File: config.mk
export PLATFORM = sky130hd
export DESIGN_NAME = serial_adder_ctrl_flat
export DESIGN_NICKNAME = d
export VERILOG_FILES = /design/src/rtl/serial_adder_if.sv /design/src/rtl/serial_adder_ctrl.sv /design/src/flat_wrapper.sv
export SDC_FILE = /design/constraint.sdc
export NUM_CORES = 1
export LEC_CHECK = 0
export ABC_AREA = 1
export CORE_MARGIN = 10
export CORE_UTILIZATION = 52
export CTS_CLUSTER_SIZE = 30
export DETAILED_ROUTE_END_ITERATION = 10
export GPL_TIMING_DRIVEN = 0
export PLACE_DENSITY = 0.78
export SYNTH_ARGS = -nofsm -noshare
export SYNTH_HDL_FRONTEND = slang
export SYNTH_SLANG_ARGS = --single-unit
File: constraint.sdc
create_clock -name clk -period 1.62 [get_ports clk]
set_input_delay 0.243 -clock clk [delete_from_list [all_inputs] [get_ports clk]]
set_output_delay 0.243 -clock clk [all_outputs]
set_load 0.03 [all_outputs]
File: src/rtl/serial_adder_if.sv
// ---------------------------------------------------------------------------
// serial_adder_if
// Request/result bundle between a requester and the bit-serial adder.
//   master : requester side  (drives start/a/b[/sub], samples results)
//   slave  : adder side      (samples start/a/b[/sub], drives results)
// Signals
//   start  request, honoured only while ready=1
//   a, b   operands, captured on an accepted start
//   sub    (only with SERIAL_ADDER_SUB_EN) 1 = compute a-b
//   ready  adder idle, next start is accepted
//   busy   bits being computed
//   done   one-cycle pulse, sum/cout just updated
//   sum    last completed result
//   cout   carry out of MSB (no-borrow flag in subtract mode)
// Optional feature macro: SERIAL_ADDER_SUB_EN
// ---------------------------------------------------------------------------
interface serial_adder_if #(
  parameter int WIDTH = 8
);
  logic             start;
  logic [WIDTH-1:0] a;
  logic [WIDTH-1:0] b;
`ifdef SERIAL_ADDER_SUB_EN
  logic             sub;
`endif
  logic             ready;
  logic             busy;
  logic             done;
  logic [WIDTH-1:0] sum;
  logic             cout;

`ifdef SERIAL_ADDER_SUB_EN
  modport master (output start, a, b, sub, input ready, busy, done, sum, cout);
  modport slave  (input start, a, b, sub, output ready, busy, done, sum, cout);
`else
  modport master (output start, a, b, input ready, busy, done, sum, cout);
  modport slave  (input start, a, b, output ready, busy, done, sum, cout);
`endif
endinterface

File: src/rtl/serial_adder_ctrl.sv
// ---------------------------------------------------------------------------
// serial_adder_ctrl
// Bit-serial adder: one full-add bit per cycle, LSB first, over WIDTH cycles.
// Ports
//   clk   rising-edge clock
//   rst   asynchronous reset, active-high
//   bus   serial_adder_if.slave (start/a/b[/sub] in; ready/busy/done/sum/cout out)
// Timing: start accepted at edge N -> done high in the cycle after edge
// N+WIDTH -> ready high one cycle later (one op per WIDTH+2 cycles).
// Optional feature macro: SERIAL_ADDER_SUB_EN adds bus.sub; sub=1 computes
// a-b mod 2^WIDTH with cout=1 meaning no borrow.
// ---------------------------------------------------------------------------
module serial_adder_ctrl #(
  parameter int WIDTH = 8
) (
  input  logic           clk,
  input  logic           rst,
  serial_adder_if.slave  bus
);

  localparam int CNT_W = $clog2(WIDTH + 1);

  typedef enum logic [1:0] {
    S_IDLE = 2'd0,
    S_ADD  = 2'd1,
    S_DONE = 2'd2
  } state_t;

  state_t             r_state;
  logic [WIDTH-1:0]   r_a_sr;
  logic [WIDTH-1:0]   r_b_sr;
  logic [WIDTH-1:0]   r_r_sr;
  logic               r_carry;
  logic [CNT_W-1:0]   r_cnt;
  logic               r_ready;
  logic               r_busy;
  logic               r_done;
  logic [WIDTH-1:0]   r_sum;
  logic               r_cout;

  // Single-bit datapath: two cascaded half-add stages plus the carry flop.
  logic             w_p;
  logic             w_g;
  logic             w_s;
  logic             w_carry_nxt;
  logic [WIDTH-1:0] w_r_nxt;
  logic             w_last;

  assign w_p         = r_a_sr[0] ^ r_b_sr[0];
  assign w_g         = r_a_sr[0] & r_b_sr[0];
  assign w_s         = w_p ^ r_carry;
  assign w_carry_nxt = w_g | (w_p & r_carry);
  assign w_r_nxt     = {w_s, r_r_sr[WIDTH-1:1]};
  assign w_last      = (r_cnt == CNT_W'(WIDTH - 1));

  // NOTE: every register here is a flop updated with non-blocking assignments
  // so all next-state values are computed from the same pre-edge snapshot.
  always_ff @(posedge clk or posedge rst) begin
    if (rst) begin
      r_state <= S_IDLE;
      r_a_sr  <= '0;
      r_b_sr  <= '0;
      r_r_sr  <= '0;
      r_carry <= 1'b0;
      r_cnt   <= '0;
      r_ready <= 1'b1;
      r_busy  <= 1'b0;
      r_done  <= 1'b0;
      r_sum   <= '0;
      r_cout  <= 1'b0;
    end else begin
      case (r_state)
        S_IDLE: begin
          r_done <= 1'b0;
          // ready is 1 throughout IDLE, so start alone qualifies acceptance.
          if (bus.start) begin
            r_a_sr  <= bus.a;
`ifdef SERIAL_ADDER_SUB_EN
            // Two's-complement subtract: invert b and inject carry-in of 1.
            r_b_sr  <= bus.sub ? ~bus.b : bus.b;
            r_carry <= bus.sub;
`else
            r_b_sr  <= bus.b;
            r_carry <= 1'b0;
`endif
            r_r_sr  <= '0;
            r_cnt   <= '0;
            r_ready <= 1'b0;
            r_busy  <= 1'b1;
            r_state <= S_ADD;
          end
        end

        S_ADD: begin
          r_a_sr  <= {1'b0, r_a_sr[WIDTH-1:1]};
          r_b_sr  <= {1'b0, r_b_sr[WIDTH-1:1]};
          r_r_sr  <= w_r_nxt;
          r_carry <= w_carry_nxt;
          r_cnt   <= r_cnt + CNT_W'(1);
          if (w_last) begin
            // Results publish only here, so sum/cout hold through ADD.
            r_sum   <= w_r_nxt;
            r_cout  <= w_carry_nxt;
            r_busy  <= 1'b0;
            r_done  <= 1'b1;
            r_state <= S_DONE;
          end
        end

        S_DONE: begin
          r_done  <= 1'b0;
          r_ready <= 1'b1;
          r_state <= S_IDLE;
        end

        default: begin
          r_ready <= 1'b1;
          r_busy  <= 1'b0;
          r_done  <= 1'b0;
          r_state <= S_IDLE;
        end
      endcase
    end
  end

  assign bus.ready = r_ready;
  assign bus.busy  = r_busy;
  assign bus.done  = r_done;
  assign bus.sum   = r_sum;
  assign bus.cout  = r_cout;

endmodule

File: src/flat_wrapper.sv
// flat-port wrapper written by rule: the top's interface ports become plain ports
module serial_adder_ctrl_flat 
#(
  parameter int WIDTH = 8
)
  (clk, rst, bus_start, bus_a, bus_b, bus_ready, bus_busy, bus_done, bus_sum, bus_cout);
  serial_adder_if #(.WIDTH(WIDTH)) bus_i ();
  input  logic clk;
  input  logic rst;
  input wire logic [$bits(bus_i.start)-1:0] bus_start;
  input wire logic [$bits(bus_i.a)-1:0] bus_a;
  input wire logic [$bits(bus_i.b)-1:0] bus_b;
  output wire logic [$bits(bus_i.ready)-1:0] bus_ready;
  output wire logic [$bits(bus_i.busy)-1:0] bus_busy;
  output wire logic [$bits(bus_i.done)-1:0] bus_done;
  output wire logic [$bits(bus_i.sum)-1:0] bus_sum;
  output wire logic [$bits(bus_i.cout)-1:0] bus_cout;
  assign bus_i.start = bus_start;
  assign bus_i.a = bus_a;
  assign bus_i.b = bus_b;
  assign bus_ready = bus_i.ready;
  assign bus_busy = bus_i.busy;
  assign bus_done = bus_i.done;
  assign bus_sum = bus_i.sum;
  assign bus_cout = bus_i.cout;
  serial_adder_ctrl #(.WIDTH(WIDTH)) u_core (.clk(clk), .rst(rst), .bus(bus_i));
endmodule
==> metrics.cfg <==
[global_routing]
grt_usage=0.127
grt_overflow=0
grt_pass1_wl_um=6460
antenna_found_initial=0
grt_max_degree=43
grt_pass1_vias=1455

[floorplanning]
initial_core_util=0.549
die_h_um=80.0
core_sq_um=3420
ios=31
die_area_sq_um=6410
rows=21
die_w_um=80.0

[drt]
drtIter0Drc=87
drc=0
postRouteAntennaNets=0
vias=1444
routed_via_density=5.05
dr.pass1.iters=4
drt_wl_total_um=3790
wl_per_cell_um=13.3

[power_and_ir_drop]
peakVddDrop_uv=871
cellLeakagePower_uw=0.00118
p_per_area_nw_per_um2=1870

[placement]
gp_congestion=0.750
placed_area_sq_um=2230
io_buffers=30
hpwlAfterDp_um=2670

[worst_setup_path]
cpMaxStageDelayCell=dfstp_2
crit_chain=dlygate4sd2_1
crit_type=register to output pin
crit_path_start_kind=register
crit_buf_inv=1
critPathTopFamily=flip-flops
critPathCaptureType=output pin
crit_path_max_fanout=2
cp.required_ps=1380
worst_path_largest_cell_delay_ps=550
critPathArrivalTime_ps=1290

[synth]
ys_ff_latch=42
synth_area_sq_um=1870
synth_warnings=0
synth_area_leaders=dfrtp_1 (55%), nand2_1 (13%), nand3_1 (13%), inv_1 (2.2%), buf_6 (1.8%)
synth_top_cell_area_share=0.547
yosysSeqAreaShare=0.561
synth_nets=224
yosys.area.top_type=dfrtp_1
synthCells=203
synth_cell_types=23
avgSynthCellArea_sq_um=9.23

[timing]
max_freq_ghz=0.654
hold_viol=0
rsz0062_at_grt=no
worst_slew_pin_slew_ps=840
relSlewSlack=0.439
fin_crit_ps=1530
skew_ps=9.09
holdWs_ps=381
fin_crit_sh=0.943
final-setup-viol-count=0
finalMaxSlewViolations=0

[status]
status=finished, final reports clean

[clock_network]
numCtsBuffers=5
clk_latency_ps=350
htree_levels=2
cts_setup_buffers=0
path_clk_slew_ps=110
clock_sinks=42
postCtsHoldBufs=0
root_buffer=clkbuf_4
cts_tree=yes
clockBufferDepth=2

[flow_run]
drv_cap=0

[finish]
drive_above_1_share=0.133
synthToLayoutAreaGrowth_pct=22.6
final_common_cell=nand2_1
utilization=0.673
final_nets=261
fin_area_sq_um=2300
final_cell_mix=nand2_1 (65), nand3_1 (48), dfrtp_1 (41)
antennaDiodeCount=0

[worst_hold_path]
min_path_type=input pin to asynchronous set/reset pin

-- kinds of logic after synthesis --
kind of cell,count (synthesis),synth area share
AO/OA/AOI/OAI,9,0.0327
adder cells (fa/ha/maj),2,0.0174
buffers and inverters,24,0.0808
flip-flops,42,0.561
AND/OR/NAND/NOR,126,0.308
-- what timing repair did --
action                                  in CTS  in global routing
gates resized for setup                     12                  0
hold endpoints to repair                     0                  0
endpoints found under the setup margin      12                  0
-- flip-flops by register name, summed over array words and instances (netlist names) --
name,count
u_core.bus.sum,8
u_core.r_r_sr,7
u_core.r_b_sr,8
u_core.bus.ready,1
u_core.r_a_sr,8
u_core.r_state,2
u_core.r_carry,1
u_core.bus.cout,1
u_core.r_cnt,4
u_core.bus.done,1
u_core.bus.busy,1
-- routing by layer --
metal | vias up | part of all wire | GRT usage | wire length [um]
met5 | - | 0 | 0 | 0
met4 | 0 | 0.017 | 0.0581 | 66
met3 | 8 | 0.061 | 0.0462 | 232
met2 | 26 | 0.48 | 0.208 | 1810
met1 | 676 | 0.44 | 0.144 | 1690
li1 | 734 | - | - | -
-- path summary, 6_finish.rpt --
check | startpoint | slack [ps] | cells after the start | to
setup / recovery | u_core.bus.ready | 90 | 1 | bus_ready
hold / removal | rst | 380 | 2 | u_core.r_b_sr[2]
setup reg to reg | u_core.r_cnt[0] | 270 | 6 | u_core.bus.sum[2]
hold reg to reg | u_core.bus.sum[7] | 480 | 2 | u_core.bus.sum[7]
max in group asynchronous | rst | 720 | 2 | u_core.bus.done
min in group clk | bus_b[7] | 410 | 3 | u_core.r_b_sr[7]
-- synth_stat cells --
| library cell | instances |
|---|---|
| a21oi_2 | 1 |
| buf_2 | 1 |
| buf_4 | 4 |
| buf_6 | 3 |
| buf_8 | 2 |
| dfrtp_1 | 41 |
| dfstp_2 | 1 |
| fa_1 | 1 |
| ha_1 | 1 |
| inv_1 | 11 |
| inv_2 | 3 |
| nand2_1 | 65 |
| nand2_2 | 1 |
| nand2_4 | 3 |
| nand3_1 | 48 |
| nand3_2 | 1 |
| nand4_1 | 1 |
| nor2_1 | 5 |
| nor2_2 | 1 |
| nor2_4 | 1 |
| o21ai_0 | 2 |
| o21ai_2 | 2 |
| o22ai_1 | 4 |
-- through the flow --
step	instances	power [uW]	setup TNS (ps)	setup WS, ps
after detailed placement	279	3740	0	171
after CTS	286	4330	0	79.6
after global placement	279	3670	-17040	-415
after global routing	286	4620	0	42.6
after floorplan	203	3120	0	404
final	286	4290	0	91.7
-- report_power, final --
part | internal, uW | total (uW) | switching, uW
clock | 359 | 681 | 322
sequential | 1490 | 1770 | 284
combinational | 716 | 1840 | 1120
-- area by class of cell --
| type | instances | area (sq um) |
|---|---|---|
| clock inverter | 1 | 30.0 |
| buffer | 10 | 98.8 |
| sequential | 42 | 1050 |
| inverter | 14 | 52.6 |
| clock buffer | 6 | 51.3 |
| timing repair buffer | 30 | 285 |
| fill | 291 | 1120 |
| multi-input combinational | 137 | 671 |
| tap | 46 | 57.6 |
No activity file was read; power rests on OpenSTA's default activity.
